$ cat src/rtl/uart_pkg.sv
// Shared frame constants and FSM state encodings for the configurable UART.
// Pure declarations: no latency.
// No flow control of its own.
package uart_pkg;

    localparam logic [1:0] PAR_NONE = 2'b00;
    localparam logic [1:0] PAR_EVEN = 2'b01;
    localparam logic [1:0] PAR_ODD  = 2'b10;

    typedef enum logic [2:0] {
        ST_IDLE,
        ST_START,
        ST_DATA,
        ST_PAR,
        ST_STOP
    } uart_st_t;

    typedef uart_st_t rx_st_t;
    typedef uart_st_t tx_st_t;

    // Mode 2'b11 is reserved and behaves as "no parity".
    function automatic logic par_en(input logic [1:0] mode);
        return (mode == PAR_EVEN) || (mode == PAR_ODD);
    endfunction

    function automatic logic par_odd(input logic [1:0] mode);
        return mode == PAR_ODD;
    endfunction

endpackage

$ cat src/rtl/uart_fifo_lvl.sv
// Synchronous FIFO with occupancy level and first-word fall-through read data.
// Latency: a push is visible at r_data one clk later.
// Backpressure: push on full is dropped unless a pop happens in the same clk.
module uart_fifo_lvl #(
    parameter int B = 8,
    parameter int W = 4
) (
    input  logic         clk,
    input  logic         reset,
    input  logic         rd,
    input  logic         wr,
    input  logic [B-1:0] w_data,
    output logic         empty,
    output logic         full,
    output logic [W:0]   level,
    output logic [B-1:0] r_data
);
    localparam int DEPTH = 1 << W;
    localparam logic [W:0] FULL_LVL = {1'b1, {W{1'b0}}};

    logic [B-1:0] mem [DEPTH];
    logic [W-1:0] wptr;
    logic [W-1:0] rptr;
    logic         do_rd;
    logic         do_wr;

    assign empty  = (level == '0);
    assign full   = (level == FULL_LVL);
    assign do_rd  = rd && !empty;
    assign do_wr  = wr && (!full || do_rd);
    // Storage is not reset, so the head is masked to zero while empty.
    assign r_data = empty ? '0 : mem[rptr];

    always_ff @(posedge clk) begin
        if (reset) begin
            wptr  <= '0;
            rptr  <= '0;
            level <= '0;
        end else begin
            if (do_wr) wptr <= wptr + 1'b1;
            if (do_rd) rptr <= rptr + 1'b1;
            case ({do_wr, do_rd})
                2'b10:   level <= level + 1'b1;
                2'b01:   level <= level - 1'b1;
                default: ;
            endcase
        end
    end

    always_ff @(posedge clk) begin
        if (do_wr) mem[wptr] <= w_data;
    end

endmodule

$ cat src/rtl/uart_cfg.sv
// Runtime-configurable UART: baud divisor, parity and stop bits set from ports.
// Latency: tx falls 2 clk after wr_uart into an idle TX; RX byte lands 2 clk after the stop sample.
// Backpressure: TX writes on full are dropped; RX bytes on full are dropped and flag rx_ovr.
module uart_cfg
    import uart_pkg::*;
#(
    parameter int DBIT      = 8,
    parameter int SB_TICK   = 16,
    parameter int DVSR_BITS = 16,
    parameter int FIFO_W    = 4
) (
    input  logic                 clk,
    input  logic                 reset,
    input  logic [DVSR_BITS-1:0] dvsr,
    input  logic [1:0]           par_mode,
    input  logic                 stop2,
    input  logic                 rx,
    input  logic                 rd_uart,
    input  logic                 wr_uart,
    input  logic [DBIT-1:0]      w_data,
    input  logic                 clr_ovr,
    output logic                 tx,
    output logic                 tx_busy,
    output logic                 tx_full,
    output logic [FIFO_W:0]      tx_level,
    output logic                 rx_empty,
    output logic [FIFO_W:0]      rx_level,
    output logic [DBIT-1:0]      r_data,
    output logic                 r_perr,
    output logic                 r_ferr,
    output logic                 rx_ovr
);
    localparam int SW = $clog2(2 * SB_TICK);
    localparam int NB = $clog2(DBIT);
    localparam logic [SW-1:0] S_HALF  = SW'(SB_TICK / 2 - 1);
    localparam logic [SW-1:0] S_LAST  = SW'(SB_TICK - 1);
    localparam logic [SW-1:0] S_LAST2 = SW'(2 * SB_TICK - 1);
    localparam logic [NB-1:0] N_LAST  = NB'(DBIT - 1);

    typedef struct packed {
        logic            ferr;
        logic            perr;
        logic [DBIT-1:0] dat;
    } rx_ent_t;

    // Baud tick generator; dvsr of 0 or 1 ticks every clk.
    logic [DVSR_BITS-1:0] bcnt;
    logic [DVSR_BITS-1:0] blim;
    logic                 tick;

    assign blim = (dvsr > DVSR_BITS'(1)) ? dvsr - DVSR_BITS'(1) : '0;
    assign tick = (bcnt == blim);

    always_ff @(posedge clk) begin
        if (reset) bcnt <= '0;
        else       bcnt <= (bcnt >= blim) ? '0 : bcnt + 1'b1;
    end

    logic rx_q1;
    logic rx_sync;

    always_ff @(posedge clk) begin
        if (reset) {rx_sync, rx_q1} <= 2'b11;
        else       {rx_sync, rx_q1} <= {rx_q1, rx};
    end

    rx_st_t          rx_st;
    logic [SW-1:0]   rx_s;
    logic [NB-1:0]   rx_n;
    logic [DBIT-1:0] rx_b;
    logic [1:0]      rx_mode;
    logic            rx_perr;
    logic            rx_push;
    rx_ent_t         rx_ent;
    rx_ent_t         rx_head;
    logic            rx_full;

    always_ff @(posedge clk) begin
        if (reset) begin
            rx_st   <= ST_IDLE;
            rx_s    <= '0;
            rx_n    <= '0;
            rx_b    <= '0;
            rx_mode <= PAR_NONE;
            rx_perr <= 1'b0;
            rx_push <= 1'b0;
            rx_ent  <= '0;
        end else begin
            rx_push <= 1'b0;
            case (rx_st)
                ST_IDLE: if (!rx_sync) begin
                    rx_st   <= ST_START;
                    rx_s    <= '0;
                    rx_mode <= par_mode;
                    rx_perr <= 1'b0;
                end
                ST_START: if (tick) begin
                    if (rx_s == S_HALF) begin
                        rx_s  <= '0;
                        rx_n  <= '0;
                        rx_st <= rx_sync ? ST_IDLE : ST_DATA;
                    end else rx_s <= rx_s + 1'b1;
                end
                ST_DATA: if (tick) begin
                    if (rx_s == S_LAST) begin
                        rx_s <= '0;
                        rx_b <= {rx_sync, rx_b[DBIT-1:1]};
                        if (rx_n == N_LAST) rx_st <= par_en(rx_mode) ? ST_PAR : ST_STOP;
                        else                rx_n  <= rx_n + 1'b1;
                    end else rx_s <= rx_s + 1'b1;
                end
                ST_PAR: if (tick) begin
                    if (rx_s == S_LAST) begin
                        rx_s    <= '0;
                        rx_perr <= rx_sync ^ (^rx_b) ^ par_odd(rx_mode);
                        rx_st   <= ST_STOP;
                    end else rx_s <= rx_s + 1'b1;
                end
                ST_STOP: if (tick) begin
                    if (rx_s == S_LAST) begin
                        rx_s    <= '0;
                        rx_push <= 1'b1;
                        rx_ent  <= '{ferr: !rx_sync, perr: rx_perr, dat: rx_b};
                        rx_st   <= ST_IDLE;
                    end else rx_s <= rx_s + 1'b1;
                end
                default: rx_st <= ST_IDLE;
            endcase
        end
    end

    // A pop in the same clk makes room, so only an unserved push is an overrun.
    always_ff @(posedge clk) begin
        if (reset)                                rx_ovr <= 1'b0;
        else if (rx_push && rx_full && !rd_uart) rx_ovr <= 1'b1;
        else if (clr_ovr)                         rx_ovr <= 1'b0;
    end

    uart_fifo_lvl #(.B(DBIT + 2), .W(FIFO_W)) u_rx_fifo (
        .clk    (clk),
        .reset  (reset),
        .rd     (rd_uart),
        .wr     (rx_push),
        .w_data (rx_ent),
        .empty  (rx_empty),
        .full   (rx_full),
        .level  (rx_level),
        .r_data (rx_head)
    );

    assign r_data = rx_head.dat;
    assign r_perr = rx_head.perr;
    assign r_ferr = rx_head.ferr;

    tx_st_t          tx_st;
    logic [SW-1:0]   tx_s;
    logic [NB-1:0]   tx_n;
    logic [DBIT-1:0] tx_b;
    logic            tx_par;
    logic [1:0]      tx_mode;
    logic            tx_stop2;
    logic            tx_empty;
    logic            tx_pop;
    logic [DBIT-1:0] tx_head;

    assign tx_busy = (tx_st != ST_IDLE);
    assign tx_pop  = (tx_st == ST_STOP) && tick && (tx_s == (tx_stop2 ? S_LAST2 : S_LAST));

    // tx is driven from the state of the previous clk, so every bit shifts by one clk uniformly.
    always_ff @(posedge clk) begin
        if (reset) begin
            tx_st    <= ST_IDLE;
            tx_s     <= '0;
            tx_n     <= '0;
            tx_b     <= '0;
            tx_par   <= 1'b0;
            tx_mode  <= PAR_NONE;
            tx_stop2 <= 1'b0;
            tx       <= 1'b1;
        end else begin
            case (tx_st)
                ST_IDLE: begin
                    tx <= 1'b1;
                    if (!tx_empty) begin
                        tx_st    <= ST_START;
                        tx_s     <= '0;
                        tx_n     <= '0;
                        tx_b     <= tx_head;
                        tx_par   <= (^tx_head) ^ par_odd(par_mode);
                        tx_mode  <= par_mode;
                        tx_stop2 <= stop2;
                    end
                end
                ST_START: begin
                    tx <= 1'b0;
                    if (tick) begin
                        if (tx_s == S_LAST) begin
                            tx_s  <= '0;
                            tx_st <= ST_DATA;
                        end else tx_s <= tx_s + 1'b1;
                    end
                end
                ST_DATA: begin
                    tx <= tx_b[0];
                    if (tick) begin
                        if (tx_s == S_LAST) begin
                            tx_s <= '0;
                            tx_b <= tx_b >> 1;
                            if (tx_n == N_LAST) tx_st <= par_en(tx_mode) ? ST_PAR : ST_STOP;
                            else                tx_n  <= tx_n + 1'b1;
                        end else tx_s <= tx_s + 1'b1;
                    end
                end
                ST_PAR: begin
                    tx <= tx_par;
                    if (tick) begin
                        if (tx_s == S_LAST) begin
                            tx_s  <= '0;
                            tx_st <= ST_STOP;
                        end else tx_s <= tx_s + 1'b1;
                    end
                end
                ST_STOP: begin
                    tx <= 1'b1;
                    if (tx_pop) begin
                        tx_s  <= '0;
                        tx_st <= ST_IDLE;
                    end else if (tick) tx_s <= tx_s + 1'b1;
                end
                default: tx_st <= ST_IDLE;
            endcase
        end
    end

    uart_fifo_lvl #(.B(DBIT), .W(FIFO_W)) u_tx_fifo (
        .clk    (clk),
        .reset  (reset),
        .rd     (tx_pop),
        .wr     (wr_uart),
        .w_data (w_data),
        .empty  (tx_empty),
        .full   (tx_full),
        .level  (tx_level),
        .r_data (tx_head)
    );

endmodule

$ cat config.mk
export PLATFORM = sky130hd
export DESIGN_NAME = uart_cfg
export DESIGN_NICKNAME = d
export VERILOG_FILES = /design/src/rtl/uart_pkg.sv /design/src/rtl/uart_fifo_lvl.sv /design/src/rtl/uart_cfg.sv
export SDC_FILE = /design/constraint.sdc
export NUM_CORES = 1
export LEC_CHECK = 0
export CAP_MARGIN = 20
export CORE_MARGIN = 5
export CORE_UTILIZATION = 40
export CTS_CLUSTER_DIAMETER = 30
export DETAILED_ROUTE_END_ITERATION = 7
export GPL_ROUTABILITY_DRIVEN = 1
export GPL_TIMING_DRIVEN = 0
export SLEW_MARGIN = 25
export SYNTH_ARGS = -nofsm -noshare
export SYNTH_HDL_FRONTEND = slang
export SYNTH_SLANG_ARGS = --single-unit
$ cat constraint.sdc
create_clock -name clk -period 8.65 [get_ports clk]
set_input_delay 0.865 -clock clk [delete_from_list [all_inputs] [get_ports clk]]
set_output_delay 0.865 -clock clk [all_outputs]
set_load 0.03 [all_outputs]
==> After elaboration in Yosys (flattened, before gate mapping) <==
Memories as Yosys holds them, arrays and structs flattened. A register that Yosys moved wholly into a read port is not among the register bits.
Index checks and enable logic that the tools add are counted.
{ "word_totals": {"wordCells": 227, "ram_bits": 288, "out_inout_bits": 25, "input_bits": 33, "memories": 2, "ff_bits": 102} }
{ "classes": {"n_reduce_logical": 51, "mux": 73, "n_eq_ne": 50, "add_sub_neg": 14, "n_lt_le_gt_ge": 2, "bitwise": 7} }
{ "mem_list": {"columns": ["name", "words", "width", "rd", "rd_clocked_by_memory_dff", "write_ports", "line_no", "source"], "rows": [
  ["u_rx_fifo.mem", 16, 10, 1, 1, 1, "uart_fifo_lvl.sv:21", "logic [B-1:0] mem [DEPTH];"],
  ["u_tx_fifo.mem", 16, 8, 1, 1, 1, "uart_fifo_lvl.sv:21", null]
]} }
{ "op_table": {"columns": ["operator", "count"], "rows": [
  ["two-way mux 3 bit", 30],
  ["two-way mux 5 bit", 11],
  ["inequality test 2 bit (second input constant)", 20],
  ["two-way mux 8 bit", 4],
  ["one-hot mux 3 bit (5 select lines)", 2],
  ["one-hot mux 5 bit (3 select lines)", 2],
  ["adder 5 x 1 -> 5 bit (second input constant)", 4],
  ["one-hot mux 5 bit (2 select lines)", 2],
  ["adder 16 x 1 -> 16 bit (second input constant)", 1],
  ["adder 4 x 1 -> 4 bit (second input constant)", 4],
  ["equality test 16 bit", 1],
  ["greater-or-equal comparator 16 bit", 1],
  ["> comparator 16 x 1 -> 1 bit (second input constant)", 1],
  ["two-way mux 16 bit", 1],
  ["two-way mux 4 bit", 4],
  ["one-hot mux 8 bit (2 select lines)", 1],
  ["AND reduction 4 bit", 4],
  ["XOR reduction 8 bit", 2],
  ["subtractor 16 x 1 -> 16 bit (second input constant)", 1],
  ["equality test 3 x 2 -> 1 bit (second input constant)", 4],
  ["equality test 3 bit (second input constant)", 4],
  ["one-hot mux 3 bit (2 select lines)", 2],
  ["nonzero test 2 bit", 6],
  ["equality test 2 bit (second input constant)", 5],
  ["32 further kinds", 80]
]} }

==> Depth between registers and ports, before layout <==
{ "depth": {"word_depth": 10, "ltp_mapped": 24, "depth_no_buf": 22} }

==> Cells and area by module <==
Synthesis repeated with hierarchy kept, for this count alone.
{ "hier_totals": {"cells_unflattened": 1248, "hier_area_um2": 17521.8} }
{ "by_module_without_submodules": {"columns": ["module", "area_each_um2", "cells_each", "seq_area_each_um2", "instances"], "rows": [
  ["uart_fifo_lvl at u_rx_fifo", 7138.1, 382, 5144.9, 1],
  ["uart_fifo_lvl at u_tx_fifo", 5931.9, 328, 4184.0, 1],
  ["uart_cfg", 4451.8, 538, 1521.5, 1]
]} }

==> Least setup slack after synthesis <==
No wires, ideal clock.
{ "synth_timing": {"path_kind": "input to register", "startpoint": "input dvsr[4]", "endpoint": "register u_tx_fifo.level[4]", "setup_time_ps": 70, "cell_stages": 23, "required_ps": 8580, "n_path_buf": 1, "slack_ps": 3484, "arrival_time_ps": 5096, "cell_sequence": "nor4_1 > nor2b_1 > nand3_1 > nor4_1 > xor2_1 > nand2_1 > ha_1 > nand4_1 > nor4_4 > nand2_1 > nor2_1 > o21a_1 > inv_2 > ha_1 > clkbuf_1 > xor2_1 > ha_1 > o21ai_0 > a21oi_1 > a21oi_1 > xor2_1 > or3_1 > a21oi_1"} }
{ "synth_between": {"elab_chain_cells": 10, "word_cells_on_any_way": 13} }
{ "synth_rtl": {"columns": ["element", "line_no", "source"], "rows": [
  ["start, declared", "uart_cfg.sv:14", "input logic [DVSR_BITS-1:0] dvsr,"],
  ["subtractor 16 x 1 -> 16 bit / > comparator 16 x 1 -> 1 bit (equally long branches)", "uart_cfg.sv:51", "assign blim = (dvsr > DVSR_BITS'(1)) ? dvsr - DVSR_BITS'(1) : '0;"],
  ["two-way mux 16 bit (*)", "uart_cfg.sv:51", null],
  ["equality test 16 bit (*)", "uart_cfg.sv:52", "assign tick = (bcnt == blim);"],
  ["logical AND 1 bit (*) (2 in series)", "uart_cfg.sv:167", "assign tx_pop = (tx_st == ST_STOP) && tick && (tx_s == (tx_stop2 ? S_LAST2 : S_LAST));"],
  ["logical AND 1 bit (*)", "uart_fifo_lvl.sv:29", "assign do_rd = rd && !empty;"],
  ["logical OR 1 bit", "uart_fifo_lvl.sv:30", "assign do_wr = wr && (!full || do_rd);"],
  ["logical AND 1 bit", "uart_fifo_lvl.sv:30", null],
  ["equality test 2 x 1 -> 1 bit / equality test 2 bit (equally long branches)", "uart_fifo_lvl.sv:42", "case ({do_wr, do_rd})"],
  ["one-hot mux 5 bit (2 select lines) / nonzero test 2 bit (equally long branches)", null, null],
  ["end signal, assigned", "uart_fifo_lvl.sv:43", "2'b10: level <= level + 1'b1;"],
  ["end signal, assigned", "uart_fifo_lvl.sv:44", "2'b01: level <= level - 1'b1;"],
  ["end, declared", "uart_fifo_lvl.sv:15", "output logic [W:0] level,"]
]} }
Mark *: on every way between the ends. The rest lies on a longest branch, timed or not.
A chain may end at the register's enable or synchronous reset.

==> Worst setup path in the final report <==
Same ends and word-level chain as after synthesis.

==> out/results.tsv <==
stage	metric	value	unit
critical_path	critical path type	in2reg	
routing	final wirelength	37200	um
routing	Top Metal Used	met4	
grt	initial antenna violation count	0	
critical_path	CP Data Required Time	9150	ps
critical_path	Worst path slowest cell	nor4_4	
clock_tree	CTS tree	built	
power_and_ir_drop	PwrDens	263	nW/um2
sta	hold_ws	403	ps
yosys	Main synth FF type	edfxtp_1	
finish	share of cells above drive strength 1	17.8	%
routing	routed wl met2	18000	um
power_and_ir_drop	worst vdd ir	0.173	mV
sta	worst slew pin tran	1010	ps
min_path	hold path cells	1	
clock_tree	clock sinks	398	
routing	Starting DRT DRC Count	625	
floorplanning	DIE WIDTH	217	um
sta	final setup vio count	0	
sta	maximum clock rate	0.164	GHz
place	dpl cells	1794	
floorplanning	Core Area	42100	um2
run	Max-Cap Viols	0	
grt	largest net degree at the start of global routing	18	
routing	vias per inst	5.26	
floorplanning	# rows	75	
place	Final GP Congestion	0.835	
critical_path	Critical R2R Launch	bcnt[0]$_SDFF_PP0_	
critical_path	Setup crit start kind	primary input	
yosys	async set-or-reset flop fraction in the synthesized netlist	0	%
routing	met3 wire len	1770	um
finish	Layout Cells excl Fill	1940	
yosys	share of Yosys cell area claimed by the top area cell type	50.6	%
yosys	Synth area leader	edfxtp_1	
finish	P&R area growth vs syn	24.2	%
floorplanning	Initial Util	40.6	%
yosys	sequential element share of the synthesized area	63.5	%
sta	Tcrit/Tclk final	70.5	%
clock_tree	post-cts gate resize count	0	
place	placed cell areas	18400	um2
critical_path	crit path max fanout	10	
critical_path	WP data arrival	6600	ps
yosys	Post-synth EDFFs	288	
yosys	Synthesis Warnings	0	
clock_tree	Root Driver	clkbuf_16	
yosys	commonest cells in the netlist	288 x edfxtp_1, 119 x nor2_1, 110 x dfxtp_1, 100 x nand2_1, 80 x mux4_2	
routing	vias post-DR	10195	
place	Post-DP HPWL	24400	um
routing	Post-DRT Antenna Nets	0	
sta	Final Hold Viols	0	
routing	drt first pass iters	4	
critical_path	worst reg-to-reg path cell count	18	
sta	Pins Over Slew Limit	0	
sta	RSZ-0062 raised after global routing	no	
critical_path	crit path cell chain	clkdlybuf4s50_1 -> nor4_1 -> nor2b_1 -> nand3_1 -> nor4_1 -> xor2_1 -> nand2_1 -> ha_1 -> nand4_1 -> nor4_4 -> nand2_1 -> nor2_1 -> o21a_1 -> inv_2 -> ha_1 -> clkbuf_1 -> xor2_1 -> ha_1 -> o21ai_0 -> a21oi_1 -> a21oi_1 -> xor2_1 -> or3_1 -> a21oi_1	
floorplanning	Total Die Area	47000	um2
yosys	post-synthesis cell count	1195	
grt	first-pass GRT wire length	59400	um
sta	clk_skew	22.4	ps
place	number of port buffers	56	
clock_tree	Reg clk slew, reported paths	50	ps
yosys	top-count cell post-synth	edfxtp_1	
min_path	origin of the worst min-delay path	rx_q1$_SDFF_PP1_	
critical_path	Reg-to-Reg End	u_tx_fifo.level[4]$_SDFFE_PP0P_	
min_path	HP Class	reg2reg	
yosys	FF+latch count, synth	398	
grt	vias in the first global route	10598	
min_path	Endpoint, Worst Hold	rx_sync$_SDFF_PP1_	
power_and_ir_drop	leakage	7.55	nW
yosys	Mapped Area	17100	um2
yosys	average cell area after synthesis	14.3	um2
clock_tree	Clock Path Buffers	3	
power_and_ir_drop	total power	5.59	mW
routing	DRT met1 WL	16400	um
yosys	syn nets	1277	
yosys	library cells used by synthesis	62	
sta	Slew headroom	32.3	%
clock_tree	Post-CTS Hold Buffers	0	
run_status	status	completed	
critical_path	CP Capture Type	flop	
finish	# diodes	0	
floorplanning	Die Span Y	217	um
routing	DRC	0	
grt	total track usage	16.2	%
clock_tree	clk_lat worst skew	590	ps
sta	Tmin final	6100	ps
finish	Final Cell Area	21200	um2
grt	grt ovf	0	
yosys	ranking of synthesized cells by area	edfxtp_1 51%, dfxtp_1 13%, mux4_2 11%	
critical_path	CP peak stage delay	560	ps
critical_path	reg2reg setup slack	4150	ps
routing	per-cell routed wire length	19.2	um
critical_path	CP Launch Point	dvsr[4]	
clock_tree	maximum level of the CTS H-tree	3	
finish	final layout net count	1419	
clock_tree	Post-CTS Setup Bufs	0	
sta	post-route setup TNS	0	ps
floorplanning	Top Ports	58	
clock_tree	Num CTS Buffers	80	
==> state kept, by name, indices dropped and copies added, names as in the netlist, 2 cells and up, named ones only <==
name and cells:
tx_mode 2, rx_mode 2, tx_st 3, tx_b 8
u_tx_fifo.mem 128, u_tx_fifo.level 5, rx_n 3, u_rx_fifo.level 5
rx_ent 10, u_tx_fifo.wptr 4, u_tx_fifo.rptr 4, tx_s 5
bcnt 16, u_rx_fifo.wptr 4, tx_n 3, u_rx_fifo.rptr 4
u_rx_fifo.mem 160, rx_st 3, rx_s 5, rx_b 8
==> power by group <==
part           internal [mW]  total (mW)  switching [mW]  leakage [nW]
clock                   2.16        3.19            1.03          1.38
sequential              2.08        2.11          0.0301          3.75
combinational          0.121       0.300           0.179          2.42
total                   4.35        5.59            1.24          7.55
==> how the worst max path moves through the flow <==
stage | slack, ps | endpoint | cells after the start
6_report | 2550 | u_tx_fifo.level[4]$_SDFFE_PP0P_ | 24
5_1_grt | 1990 | u_tx_fifo.level[4]$_SDFFE_PP0P_ | 24
4_1_cts | 2590 | u_tx_fifo.level[4]$_SDFFE_PP0P_ | 24
3_5_place_dp | 2000 | u_tx_fifo.level[4]$_SDFFE_PP0P_ | 24
3_3_place_gp | 2070 | u_tx_fifo.level[4]$_SDFFE_PP0P_ | 24
2_1_floorplan | 3480 | u_tx_fifo.level[4]$_SDFFE_PP0P_ | 23
==> per-stage QoR <==
| stage | worst slack [ps] | utilization, % |
|---|---|---|
| after floorplan | 3480 | - |
| after global placement | 2070 | 43.5 |
| after detailed placement | 2000 | 43.6 |
| after CTS | 2590 | 50.4 |
| after global routing | 1990 | 50.4 |
| final | 2550 | 50.4 |
==> layer usage <==
metal | vias to the layer above | global-route usage, %
li1 | 4837 | -
met1 | 5041 | 21.5
met2 | 237 | 26.8
met3 | 80 | 3.07
met4 | 0 | 5.72
met5 | - | 0
==> cells by family after synthesis <==
group,count (synthesis),synth area share [%]
buffers and inverters,81,2.16
AND/OR/NAND/NOR,364,10.3
adder cells (fa/ha/maj),49,3.63
multiplexers,93,11.9
flip-flops,398,63.5
AO/OA/AOI/OAI,144,5.18
XOR/XNOR,66,3.43
==> worst max-delay path: cells and delay by family <==
| kind | cells | cell delay, ps |
|---|---|---|
| AO/OA/AOI/OAI | 5 | 880 |
| XOR/XNOR | 3 | 460 |
| buffers and inverters | 3 | 760 |
| AND/OR/NAND/NOR | 10 | 2840 |
| adder cells (fa/ha/maj) | 3 | 780 |
==> placed cells by master, fill, tap and decap left out, types with 7 or more instances in the layout <==
cell type        instances
ha_1                    48
and2_1                  20
a21oi_1                 63
nor2b_1                 19
nor3_1                  14
a211oi_1                13
buf_1                   10
clkinv_2                 7
clkbuf_1                40
dfxtp_1                110
mux4_2                  80
clkdlybuf4s50_1         56
nand3_1                 16
nand2_1                100
mux2i_1                  7
edfxtp_1               288
or3_1                    8
a22oi_1                 21
buf_4                    7
xor2_1                  38
inv_6                    7
and3_1                   8
clkinv_4                 9
nand2b_1                10
inv_1                   23
nor2_1                 114
nand4_1                 14
clkbuf_16               83
o21ai_0                 14
bufinv_16               12
xnor2_1                 27
==> final cells by class <==
class	instances	area (um2)
fillers	3517	20900
flip-flops and latches	398	10900
multi-input cells	716	5910
clock buffers	92	2150
clock inverters	54	693
well taps	539	674
repair buffers	60	591
plain buffers	56	275
inverters	25	93.8
No activity file was read; power rests on OpenSTA's default activity.
